==> config.mk <==
export PLATFORM = sky130hd
export DESIGN_NAME = systolic_tile_scheduler_flat
export DESIGN_NICKNAME = d
export VERILOG_FILES = /design/src/rtl/systolic_tile_scheduler_pkg.sv /design/src/rtl/systolic_tile_scheduler_if.sv /design/src/rtl/systolic_tile_scheduler_psum_bank.sv /design/src/rtl/systolic_tile_scheduler.sv /design/src/flat_wrapper.sv
export SDC_FILE = /design/constraint.sdc
export NUM_CORES = 2
export LEC_CHECK = 0
export BUFFER_PORTS_ARGS = -buffer_cell sky130_fd_sc_hd__buf_2
export CAP_MARGIN = 10
export CORE_AREA = 2 2 424 426
export DETAILED_ROUTE_END_ITERATION = 8
export DIE_AREA = 0 0 426 428
export SLEW_MARGIN = 25
export SYNTH_ARGS = -nofsm -noshare
export SYNTH_HDL_FRONTEND = slang
export SYNTH_SLANG_ARGS = --single-unit
==> constraint.sdc <==
create_clock -name clk -period 4.1 [get_ports clk]
set_clock_uncertainty 0.05 [all_clocks]
set_input_delay 0.82 -clock clk [delete_from_list [all_inputs] [get_ports clk]]
set_output_delay 0.82 -clock clk [all_outputs]
set_load 0.05 [all_outputs]
==> src/rtl/systolic_tile_scheduler_pkg.sv <==
`default_nettype none
// +----------------------------------------------------------------------------+
// | Package : systolic_sched_pkg                                               |
// | Shared sizes and types for the tiled-GEMM scheduler: array geometry,       |
// | accumulator width, tile-index type, C-tile type and FSM state encoding.    |
// | Revision: 1.0  initial release                                             |
// +----------------------------------------------------------------------------+
package systolic_sched_pkg;

   localparam int ROWS = 4;    // array rows, C tile height
   localparam int COLS = 4;    // array columns, C tile width
   localparam int ACCW = 32;   // accumulator / result width, signed
   localparam int DIMW = 8;    // width of tile counts and tile indices

   typedef logic [DIMW-1:0]        tile_idx_t;
   typedef logic signed [ACCW-1:0] acc_t;
   // Packed so that a whole tile moves as one ROWS*COLS*ACCW-bit bus.
   typedef acc_t [ROWS-1:0][COLS-1:0] psum_tile_t;

   typedef enum logic [2:0] {
      S_IDLE   = 3'd0,
      S_FETCH  = 3'd1,
      S_START  = 3'd2,
      S_WAIT   = 3'd3,
      S_OUTPUT = 3'd4
   } sched_state_e;

endpackage
`default_nettype wire

==> src/rtl/systolic_tile_scheduler_if.sv <==
`default_nettype none
// +----------------------------------------------------------------------------+
// | Interface : systolic_tile_scheduler_if                                     |
// | Bundles the command, operand-fetch, array and result ports of the          |
// | scheduler.  master = scheduler side, slave = environment side.             |
// |   command : cmd_valid/cmd_ready, cmd_{m,n,k}_tiles, abort, busy,           |
// |             cmd_done, cmd_aborted                                          |
// |   fetch   : fetch_req, fetch_{m,n,k}, fetch_ack                            |
// |   array   : arr_start, arr_done, arr_c                                     |
// |   result  : res_valid, res_ready, res_m, res_n, res_data                   |
// | Revision: 1.0  initial release                                             |
// +----------------------------------------------------------------------------+
interface systolic_tile_scheduler_if;

   logic                          cmd_valid;
   logic                          cmd_ready;
   systolic_sched_pkg::tile_idx_t cmd_m_tiles;
   systolic_sched_pkg::tile_idx_t cmd_n_tiles;
   systolic_sched_pkg::tile_idx_t cmd_k_tiles;
   logic                          abort;
   logic                          busy;
   logic                          cmd_done;
   logic                          cmd_aborted;

   logic                          fetch_req;
   systolic_sched_pkg::tile_idx_t fetch_m;
   systolic_sched_pkg::tile_idx_t fetch_n;
   systolic_sched_pkg::tile_idx_t fetch_k;
   logic                          fetch_ack;

   logic                           arr_start;
   logic                           arr_done;
   systolic_sched_pkg::psum_tile_t arr_c;

   logic                           res_valid;
   logic                           res_ready;
   systolic_sched_pkg::tile_idx_t  res_m;
   systolic_sched_pkg::tile_idx_t  res_n;
   systolic_sched_pkg::psum_tile_t res_data;

   modport master (
      input  cmd_valid, cmd_m_tiles, cmd_n_tiles, cmd_k_tiles, abort,
             fetch_ack, arr_done, arr_c, res_ready,
      output cmd_ready, busy, cmd_done, cmd_aborted,
             fetch_req, fetch_m, fetch_n, fetch_k,
             arr_start, res_valid, res_m, res_n, res_data
   );

   modport slave (
      output cmd_valid, cmd_m_tiles, cmd_n_tiles, cmd_k_tiles, abort,
             fetch_ack, arr_done, arr_c, res_ready,
      input  cmd_ready, busy, cmd_done, cmd_aborted,
             fetch_req, fetch_m, fetch_n, fetch_k,
             arr_start, res_valid, res_m, res_n, res_data
   );

endinterface
`default_nettype wire

==> src/rtl/systolic_tile_scheduler_psum_bank.sv <==
`default_nettype none
// +----------------------------------------------------------------------------+
// | Module  : psum_bank                                                        |
// | ROWS x COLS bank of ACCW-bit partial-sum registers.                        |
// |   clk, rst_n : clock, synchronous active-low clear                         |
// |   load       : overwrite every element with arr_c                          |
// |   add        : accumulate arr_c elementwise (two's-complement wrap)        |
// |   arr_c      : incoming array tile                                         |
// |   psum       : stored tile                                                 |
// | Revision: 1.0  initial release                                             |
// +----------------------------------------------------------------------------+
module psum_bank
   import systolic_sched_pkg::*;
(
   input  logic       clk,
   input  logic       rst_n,
   input  logic       load,
   input  logic       add,
   input  psum_tile_t arr_c,
   output psum_tile_t psum
);

   always_ff @(posedge clk) begin
      if (!rst_n) begin
         psum <= '0;
      end else begin
         for (int r = 0; r < ROWS; r++) begin
            for (int c = 0; c < COLS; c++) begin
               if (load) begin
                  psum[r][c] <= arr_c[r][c];
               end else if (add) begin
                  // Same-width add: overflow simply wraps.
                  psum[r][c] <= psum[r][c] + arr_c[r][c];
               end
            end
         end
      end
   end

endmodule
`default_nettype wire

==> src/rtl/systolic_tile_scheduler.sv <==
`default_nettype none
// +----------------------------------------------------------------------------+
// | Module  : systolic_tile_scheduler                                          |
// | Runs an M x N x K (in tiles) GEMM on one systolic array: fetches operand   |
// | tiles, starts the array, accumulates its C tiles over K and emits each     |
// | finished C tile on a valid/ready port, loop order m, n, k (k innermost).   |
// |   clk   : clock, rising edge                                               |
// |   rst_n : synchronous active-low reset                                     |
// |   bus   : command / fetch / array / result signals (master side)           |
// | Revision: 1.0  initial release                                             |
// +----------------------------------------------------------------------------+
module systolic_tile_scheduler
   import systolic_sched_pkg::*;
(
   input  logic                       clk,
   input  logic                       rst_n,
   systolic_tile_scheduler_if.master  bus
);

   sched_state_e state, state_nx;

   tile_idx_t m_tiles, n_tiles, k_tiles;
   tile_idx_t m, n, k;
   logic      abort_pend;
   logic      cmd_done_r, cmd_aborted_r, fetch_req_r, arr_start_r, res_valid_r;

   logic do_accept, do_capture, do_abort, do_hs, do_finish;
   logic cmd_zero, k_last, mn_last;

   assign cmd_zero = (bus.cmd_m_tiles == '0) || (bus.cmd_n_tiles == '0) ||
                     (bus.cmd_k_tiles == '0);
   assign k_last   = (k == k_tiles - tile_idx_t'(1));
   assign mn_last  = (m == m_tiles - tile_idx_t'(1)) && (n == n_tiles - tile_idx_t'(1));

   always_comb begin
      state_nx   = state;
      do_accept  = 1'b0;
      do_capture = 1'b0;
      do_abort   = 1'b0;
      do_hs      = 1'b0;
      do_finish  = 1'b0;
      case (state)
         S_IDLE: begin
            if (bus.cmd_valid) begin
               do_accept = 1'b1;
               if (cmd_zero) begin
                  do_finish = 1'b1;
               end else begin
                  state_nx = S_FETCH;
               end
            end
         end
         S_FETCH: begin
            // Abort outranks a same-cycle fetch_ack.
            if (bus.abort) begin
               state_nx = S_IDLE;
               do_abort = 1'b1;
            end else if (bus.fetch_ack) begin
               state_nx = S_START;
            end
         end
         S_START: state_nx = S_WAIT;
         S_WAIT: begin
            // The array is never abandoned mid-run; an abort seen in START/WAIT
            // is honoured only once the array reports done.
            if (bus.arr_done) begin
               if (abort_pend || bus.abort) begin
                  state_nx = S_IDLE;
                  do_abort = 1'b1;
               end else begin
                  do_capture = 1'b1;
                  state_nx   = k_last ? S_OUTPUT : S_FETCH;
               end
            end
         end
         S_OUTPUT: begin
            if (bus.abort) begin
               state_nx = S_IDLE;
               do_abort = 1'b1;
            end else if (bus.res_ready) begin
               do_hs = 1'b1;
               if (mn_last) begin
                  state_nx  = S_IDLE;
                  do_finish = 1'b1;
               end else begin
                  state_nx = S_FETCH;
               end
            end
         end
         default: state_nx = S_IDLE;
      endcase
   end

   always_ff @(posedge clk) begin
      if (!rst_n) begin
         state         <= S_IDLE;
         m_tiles       <= '0;
         n_tiles       <= '0;
         k_tiles       <= '0;
         m             <= '0;
         n             <= '0;
         k             <= '0;
         abort_pend    <= 1'b0;
         cmd_done_r    <= 1'b0;
         cmd_aborted_r <= 1'b0;
         fetch_req_r   <= 1'b0;
         arr_start_r   <= 1'b0;
         res_valid_r   <= 1'b0;
      end else begin
         state         <= state_nx;
         cmd_done_r    <= do_finish;
         cmd_aborted_r <= do_abort;
         // Strobes are decoded from the next state so they are registered yet
         // line up exactly with the state they belong to.
         fetch_req_r   <= (state_nx == S_FETCH);
         arr_start_r   <= (state_nx == S_START);
         res_valid_r   <= (state_nx == S_OUTPUT);

         if (state == S_START || (state == S_WAIT && !bus.arr_done)) begin
            abort_pend <= abort_pend | bus.abort;
         end else begin
            abort_pend <= 1'b0;
         end

         if (do_accept) begin
            m_tiles <= bus.cmd_m_tiles;
            n_tiles <= bus.cmd_n_tiles;
            k_tiles <= bus.cmd_k_tiles;
            m       <= '0;
            n       <= '0;
            k       <= '0;
         end

         if (do_capture && !k_last) begin
            k <= k + tile_idx_t'(1);
         end

         if (do_hs) begin
            k <= '0;
            if (n == n_tiles - tile_idx_t'(1)) begin
               n <= '0;
               m <= mn_last ? '0 : m + tile_idx_t'(1);
            end else begin
               n <= n + tile_idx_t'(1);
            end
         end
      end
   end

   psum_bank u_psum_bank (
      .clk   (clk),
      .rst_n (rst_n),
      .load  (do_capture && (k == '0)),
      .add   (do_capture && (k != '0)),
      .arr_c (bus.arr_c),
      .psum  (bus.res_data)
   );

   // m/n/k are registers held stable for the whole FETCH and OUTPUT phases.
   assign bus.cmd_ready   = (state == S_IDLE);
   assign bus.busy        = (state != S_IDLE);
   assign bus.cmd_done    = cmd_done_r;
   assign bus.cmd_aborted = cmd_aborted_r;
   assign bus.fetch_req   = fetch_req_r;
   assign bus.fetch_m     = m;
   assign bus.fetch_n     = n;
   assign bus.fetch_k     = k;
   assign bus.arr_start   = arr_start_r;
   assign bus.res_valid   = res_valid_r;
   assign bus.res_m       = m;
   assign bus.res_n       = n;

endmodule
`default_nettype wire

==> src/flat_wrapper.sv <==
// flat-port wrapper written by rule: the top's interface ports become plain ports
module systolic_tile_scheduler_flat import systolic_sched_pkg::*;
  (clk, rst_n, bus_cmd_valid, bus_cmd_m_tiles, bus_cmd_n_tiles, bus_cmd_k_tiles, bus_abort, bus_fetch_ack, bus_arr_done, bus_arr_c, bus_res_ready, bus_cmd_ready, bus_busy, bus_cmd_done, bus_cmd_aborted, bus_fetch_req, bus_fetch_m, bus_fetch_n, bus_fetch_k, bus_arr_start, bus_res_valid, bus_res_m, bus_res_n, bus_res_data);
  systolic_tile_scheduler_if bus_i ();
  input  logic clk;
  input  logic rst_n;
  input wire logic [$bits(bus_i.cmd_valid)-1:0] bus_cmd_valid;
  input wire logic [$bits(bus_i.cmd_m_tiles)-1:0] bus_cmd_m_tiles;
  input wire logic [$bits(bus_i.cmd_n_tiles)-1:0] bus_cmd_n_tiles;
  input wire logic [$bits(bus_i.cmd_k_tiles)-1:0] bus_cmd_k_tiles;
  input wire logic [$bits(bus_i.abort)-1:0] bus_abort;
  input wire logic [$bits(bus_i.fetch_ack)-1:0] bus_fetch_ack;
  input wire logic [$bits(bus_i.arr_done)-1:0] bus_arr_done;
  input wire logic [$bits(bus_i.arr_c)-1:0] bus_arr_c;
  input wire logic [$bits(bus_i.res_ready)-1:0] bus_res_ready;
  output wire logic [$bits(bus_i.cmd_ready)-1:0] bus_cmd_ready;
  output wire logic [$bits(bus_i.busy)-1:0] bus_busy;
  output wire logic [$bits(bus_i.cmd_done)-1:0] bus_cmd_done;
  output wire logic [$bits(bus_i.cmd_aborted)-1:0] bus_cmd_aborted;
  output wire logic [$bits(bus_i.fetch_req)-1:0] bus_fetch_req;
  output wire logic [$bits(bus_i.fetch_m)-1:0] bus_fetch_m;
  output wire logic [$bits(bus_i.fetch_n)-1:0] bus_fetch_n;
  output wire logic [$bits(bus_i.fetch_k)-1:0] bus_fetch_k;
  output wire logic [$bits(bus_i.arr_start)-1:0] bus_arr_start;
  output wire logic [$bits(bus_i.res_valid)-1:0] bus_res_valid;
  output wire logic [$bits(bus_i.res_m)-1:0] bus_res_m;
  output wire logic [$bits(bus_i.res_n)-1:0] bus_res_n;
  output wire logic [$bits(bus_i.res_data)-1:0] bus_res_data;
  assign bus_i.cmd_valid = bus_cmd_valid;
  assign bus_i.cmd_m_tiles = bus_cmd_m_tiles;
  assign bus_i.cmd_n_tiles = bus_cmd_n_tiles;
  assign bus_i.cmd_k_tiles = bus_cmd_k_tiles;
  assign bus_i.abort = bus_abort;
  assign bus_i.fetch_ack = bus_fetch_ack;
  assign bus_i.arr_done = bus_arr_done;
  assign bus_i.arr_c = bus_arr_c;
  assign bus_i.res_ready = bus_res_ready;
  assign bus_cmd_ready = bus_i.cmd_ready;
  assign bus_busy = bus_i.busy;
  assign bus_cmd_done = bus_i.cmd_done;
  assign bus_cmd_aborted = bus_i.cmd_aborted;
  assign bus_fetch_req = bus_i.fetch_req;
  assign bus_fetch_m = bus_i.fetch_m;
  assign bus_fetch_n = bus_i.fetch_n;
  assign bus_fetch_k = bus_i.fetch_k;
  assign bus_arr_start = bus_i.arr_start;
  assign bus_res_valid = bus_i.res_valid;
  assign bus_res_m = bus_i.res_m;
  assign bus_res_n = bus_i.res_n;
  assign bus_res_data = bus_i.res_data;
  systolic_tile_scheduler u_core (.clk(clk), .rst_n(rst_n), .bus(bus_i));
endmodule
[Word-level counts from Yosys, hierarchy flattened]
Cells that the tools add are included.
Word-level totals
  logic and storage cells: 156
  register bits after elaboration: 569
  output and inout bits: 559
Operators by class
  multiplexer cells: 69
  reductions and logical operators: 24
  add/sub/neg operators: 22
  eq/ne operators: 10
  bitwise logic cells: 2
Operators with widths (count)
  $mux W32: 32
  $add A32 B32 Y32: 16
  $mux W8: 8
  $logic_not A8 Y1: 4
  $mux W3: 9
  $add A8 B1 Y8 const B: 3
  $eq A8 B8 Y1: 3
  $sub A8 B1 Y8 const B: 3
  $mux W1: 17
  $pmux W3 S5: 1
  $eq A3 B2 Y1 const B: 3
  $reduce_bool A8 Y1: 1
  $eq A3 B1 Y1 const B: 2
  $eq A3 B3 Y1 const B: 2
  $reduce_bool A2 Y1: 3
  $logic_and A1 B1 Y1: 5
  $logic_or A1 B1 Y1: 4
  $pmux W1 S2: 2
  $reduce_or A2 Y1: 2
  $logic_not A3 Y1: 1
  $reduce_bool A3 Y1: 1
  $logic_not A1 Y1: 2
  $reduce_and A2 Y1: 1
  $not A1 Y1: 1
  $or A1 B1 Y1: 1

[Longest topological paths before layout]
  depth after elaboration: 8
  gate-level depth with buffers: 14
  depth with buffers taken out: 14

[By module]
From an unflattened synthesis, not the netlist that was laid out.
Unflattened totals
  cells, all modules: 6442
  area, all modules: 49187.2 um2
Modules (own cells, without submodules)
  psum_bank: area each 45641.3 um2, times used 1, cells each 5993, sequential area each 10249.8 um2
  systolic_tile_scheduler: area each 3545.9 um2, times used 1, cells each 449, sequential area each 1141.1 um2

[Worst setup path after synthesis]
Ideal clock, no wire load.
  path type: input -> register
  start point: input port bus_arr_c[224]
  end point: register u_core.u_psum_bank.psum[252] in the netlist's numbering
  library setup time: 0.103 ns
  path buffers: 0
  cell stages on the path: 14
  setup slack: 0.522 ns
  data arrival time: 3.424 ns
  cell sequence: ha_1 inv_1 fa_1 nor2b_1 o21ai_0 a21boi_1 o31a_1 o21a_2 nand3_1 a311o_1 o31ai_1 a21oi_1 xor2_1 a2111oi_2
Between the ends
  cells in the longest elaborated chain, start to end: 3
RTL lines
  start, declared: line flat_wrapper.sv:14  | input wire logic [$bits(bus_i.arr_c)-1:0] bus_arr_c;
  $add A32 B32 Y32: line systolic_tile_scheduler_psum_bank.sv:33  | psum[r][c] <= psum[r][c] + arr_c[r][c];
  $mux W32: line systolic_tile_scheduler_psum_bank.sv:31  | end else if (add) begin
  $mux W32: line systolic_tile_scheduler_psum_bank.sv:29  | if (load) begin
  end signal, assigned by index: line systolic_tile_scheduler_psum_bank.sv:30  | psum[r][c] <= arr_c[r][c];
  end signal, assigned by index: line systolic_tile_scheduler_psum_bank.sv:33
  end, declared: line systolic_tile_scheduler_psum_bank.sv:20  | output psum_tile_t psum
Every way passes these cells. The select of a mux whose other input is x is not followed.
A chain may end at the register's enable or synchronous reset.

[Final worst setup path]
  start point: register u_core.u_psum_bank.psum[384] in the netlist's numbering
  end point: register u_core.u_psum_bank.psum[412] in the netlist's numbering
Between the ends
  cells in the longest elaborated chain, start to end: 3
RTL lines (line)
  $add A32 B32 Y32: systolic_tile_scheduler_psum_bank.sv:33
  $mux W32: systolic_tile_scheduler_psum_bank.sv:31
  $mux W32: systolic_tile_scheduler_psum_bank.sv:29
Every way passes these cells. The select of a mux whose other input is x is not followed.

==> flow_summary.ini <==
[outcome]
status = finished, final reports clean

[worst_setup_path]
rr_startpoint = u_core.u_psum_bank.psum[384]$_SDFFE_PN0P_
crit_family = compound AO/OA/AOI/OAI gates
crit_top_cell = o21ai_0
slowest_stage = a2111oi_0
cp-startpoint = u_core.u_psum_bank.psum[384]$_SDFFE_PN0P_
cp_max_fo = 3
crit_type = register to register
path_depth = 15
cp_slowest_stage_delay_ps = 650
critPathLaunchType = register
path_cells = ha_1, inv_1, fa_1, nor2b_1, o21ai_0, a21oi_1, a41oi_1, o21ai_0, a2111oi_0, o21ai_0, buf_4, a41oi_1, xnor2_1, nand2_1, a21oi_1
crit_buf_inv = 2
end_kind = register
crit_required_ps = 4680
worstPathArrival_ps = 4200
reg2reg_depth = 15

[finish]
nNetsFinal = 8565
fin_util = 0.339
mostFrequentLayoutCells = buf_2 (1100), nand2_1 (809), a21oi_1 (694), nor2_1 (614), dfxtp_1 (569)
area_growth_pct = 22.9
instances_no_fill = 9990
final_common_cell = buf_2
final_area_um2 = 60100
drive_above_1_share = 0.190

[power]
power_mw = 14.9
peakVddDrop_uv = 243
p_per_area_nw_per_um2 = 248
leakage_nw = 28.0

[sta]
maxSlewViolCount = 0
finalCritPeriodShare = 0.881
maxSlewHeadroom = 0.390
holdWs_ps = 312
setup_slack_ps = 488
hold_viol = 0
clock.fmax_mhz = 277
tns_ps = 0
rsz0062_at_grt = false
setup_violations = 0
worstMarginPinSlew_ps = 913
fin_crit_ps = 3610

[clock_network]
clock_sinks = 569
clock_latency_ps = 710
clockBufferDepth = 3
cts_root_buffer = clkbuf_16
cts_tree = done
cts.repair.resized = 0
numCtsBuffers = 83
htreeDepth = 3
cts.clk_slew.worst_paths_ps = 60
post_cts_buffers = 0
cts_hold_buf = 0

[logic_synthesis]
syn_nets = 7617
synthCells = 6555
ys_async_sr_fraction = 0
synth.area.top_cells = dfxtp_1 (23%), ha_1 (13%), a21oi_1 (7.1%)
mappedNetlistArea_um2 = 48900
synth-edff-count = 0
ys_warn_count = 0
synth.distinct_cells = 101
syn_avg_cell_area_um2 = 7.46
synth_top_cell_area_share = 0.233
yosysSeqAreaShare = 0.233
synth_flop_cell = dfxtp_1
synth-seq-cells = 569
synth_top_cell_by_area = dfxtp_1

[routing]
drt_iter0_markers = 3861
vias = 54900
vias_per_cell = 5.49
wl_per_cell_um = 22.6
drtAntennaViolNets = 0
routed_wl_mm = 226
drc_errors = 0
first_pass_iters = 5

[place]
place_area_um2 = 57300
pre_cts_ws_ps = 4.27
gp_congestion = 0.979
dpl.cell_count = 9773
port_buffers = 1101
dp_hpwl_mm = 176

[worst_hold_path]
hold_class = input port to register
min_path_cells = 3
min_from = bus_cmd_n_tiles[7]

[die]
dieArea_um2 = 182000
die_w_um = 426
initial_core_util = 0.275
rows = 155
dieHeight_um = 428
core_um2 = 178000
io_pins = 1102

[grt]
overflow = 0
antenna_found_initial = 114
grt_usage = 0.236
grt_pass1_wl_mm = 332
grt_start_max_net_pins = 141
grt_pass1_vias = 51700

[run]
max-cap-violations = 0
==> power breakdown <==
| group | internal (mW) | switching (mW) | leakage (nW) |
|---|---|---|---|
| registers | 5.57 | 0.0402 | 4.59 |
| logic | 0.758 | 1.21 | 22.1 |
| clock network | 4.28 | 3.08 | 1.35 |
| total | 10.6 | 4.32 | 28.0 |
==> path summary, 6_finish.rpt <==
path | to | slack (ps)
setup / recovery | u_core.u_psum_bank.psum[412]$_SDFFE_PN0P_ | 490
hold / removal | u_core.n_tiles[7]$_SDFFE_PN0P_ | 310
setup reg to reg | u_core.u_psum_bank.psum[412]$_SDFFE_PN0P_ | 490
hold reg to reg | u_core.n_tiles[7]$_SDFFE_PN0P_ | 420
==> flip-flops by register name, summed over array words and instances, names as in the netlist <==
name	cells
u_core.bus.arr_start	1
u_core.bus.cmd_aborted	1
u_core.bus.fetch_n	8
u_core.bus.res_valid	1
u_core.u_psum_bank.psum	512
u_core.bus.cmd_done	1
u_core.m_tiles	8
u_core.abort_pend	1
u_core.k_tiles	8
u_core.bus.fetch_k	8
u_core.bus.fetch_m	8
u_core.state	3
u_core.n_tiles	8
u_core.bus.fetch_req	1
==> synthesized netlist by cell type (17+ instances only) <==
cell / instances
or3_1: 60
nor4_1: 34
and2_1: 35
a21o_1: 223
a31oi_1: 85
a41oi_1: 17
xor2_1: 115
nor2b_1: 73
a21boi_0: 22
a2111oi_0: 25
a311oi_1: 175
buf_1: 45
a211o_1: 20
o31ai_1: 27
inv_1: 184
mux2i_1: 20
nand2_1: 813
ha_1: 503
a211oi_1: 126
nand4_1: 33
nand3_1: 133
a22oi_1: 51
o21bai_1: 53
o21ai_0: 450
and3_1: 61
o21a_1: 87
o311ai_0: 33
nor3_1: 159
nand2b_1: 73
xnor2_1: 240
nor2_1: 616
dfxtp_1: 569
a21oi_1: 694
clkbuf_1: 287
o211ai_1: 62
==> logic make-up after synthesis <==
kind of cell,Yosys count,synth area share
XOR/XNOR,355,0.0636
AO/OA/AOI/OAI,2363,0.318
multiplexers,24,0.00501
flip-flops,569,0.233
AND/OR/NAND/NOR,2189,0.203
adder cells (fa/ha/maj),519,0.135
buffers and inverters,536,0.0425
==> final cells by class <==
| type | count | area [um2] |
|---|---|---|
| clock buffers | 119 | 2450 |
| inverters | 184 | 698 |
| clock inverters | 30 | 243 |
| multi-input cells | 5450 | 35500 |
| fillers | 19000 | 118000 |
| flip-flops and latches | 569 | 11400 |
| repair buffers | 1215 | 6740 |
| diodes | 68 | 170 |
| well taps | 2355 | 2950 |
==> worst reg2reg max path, cell delays in order, from the launching register on <==
cell	delay, ps
dfxtp_1	330
ha_1	220
inv_1	70
fa_1	190
nor2b_1	70
o21ai_0	190
a21oi_1	150
a41oi_1	400
o21ai_0	230
a2111oi_0	650
o21ai_0	210
buf_4	190
a41oi_1	220
xnor2_1	140
nand2_1	70
a21oi_1	150
==> routing by layer <==
metal / GRT usage / routed length [um] / vias to the layer above / part of all wire
li1: - / - / 26200 / -
met1: 0.282 / 92300 / 26300 / 0.41
met2: 0.388 / 105000 / 1819 / 0.47
met3: 0.0545 / 15300 / 510 / 0.068
met4: 0.129 / 12400 / 36 / 0.055
met5: 0 / 230 / - / 0.0010
Power figures use the tool's default switching activity.
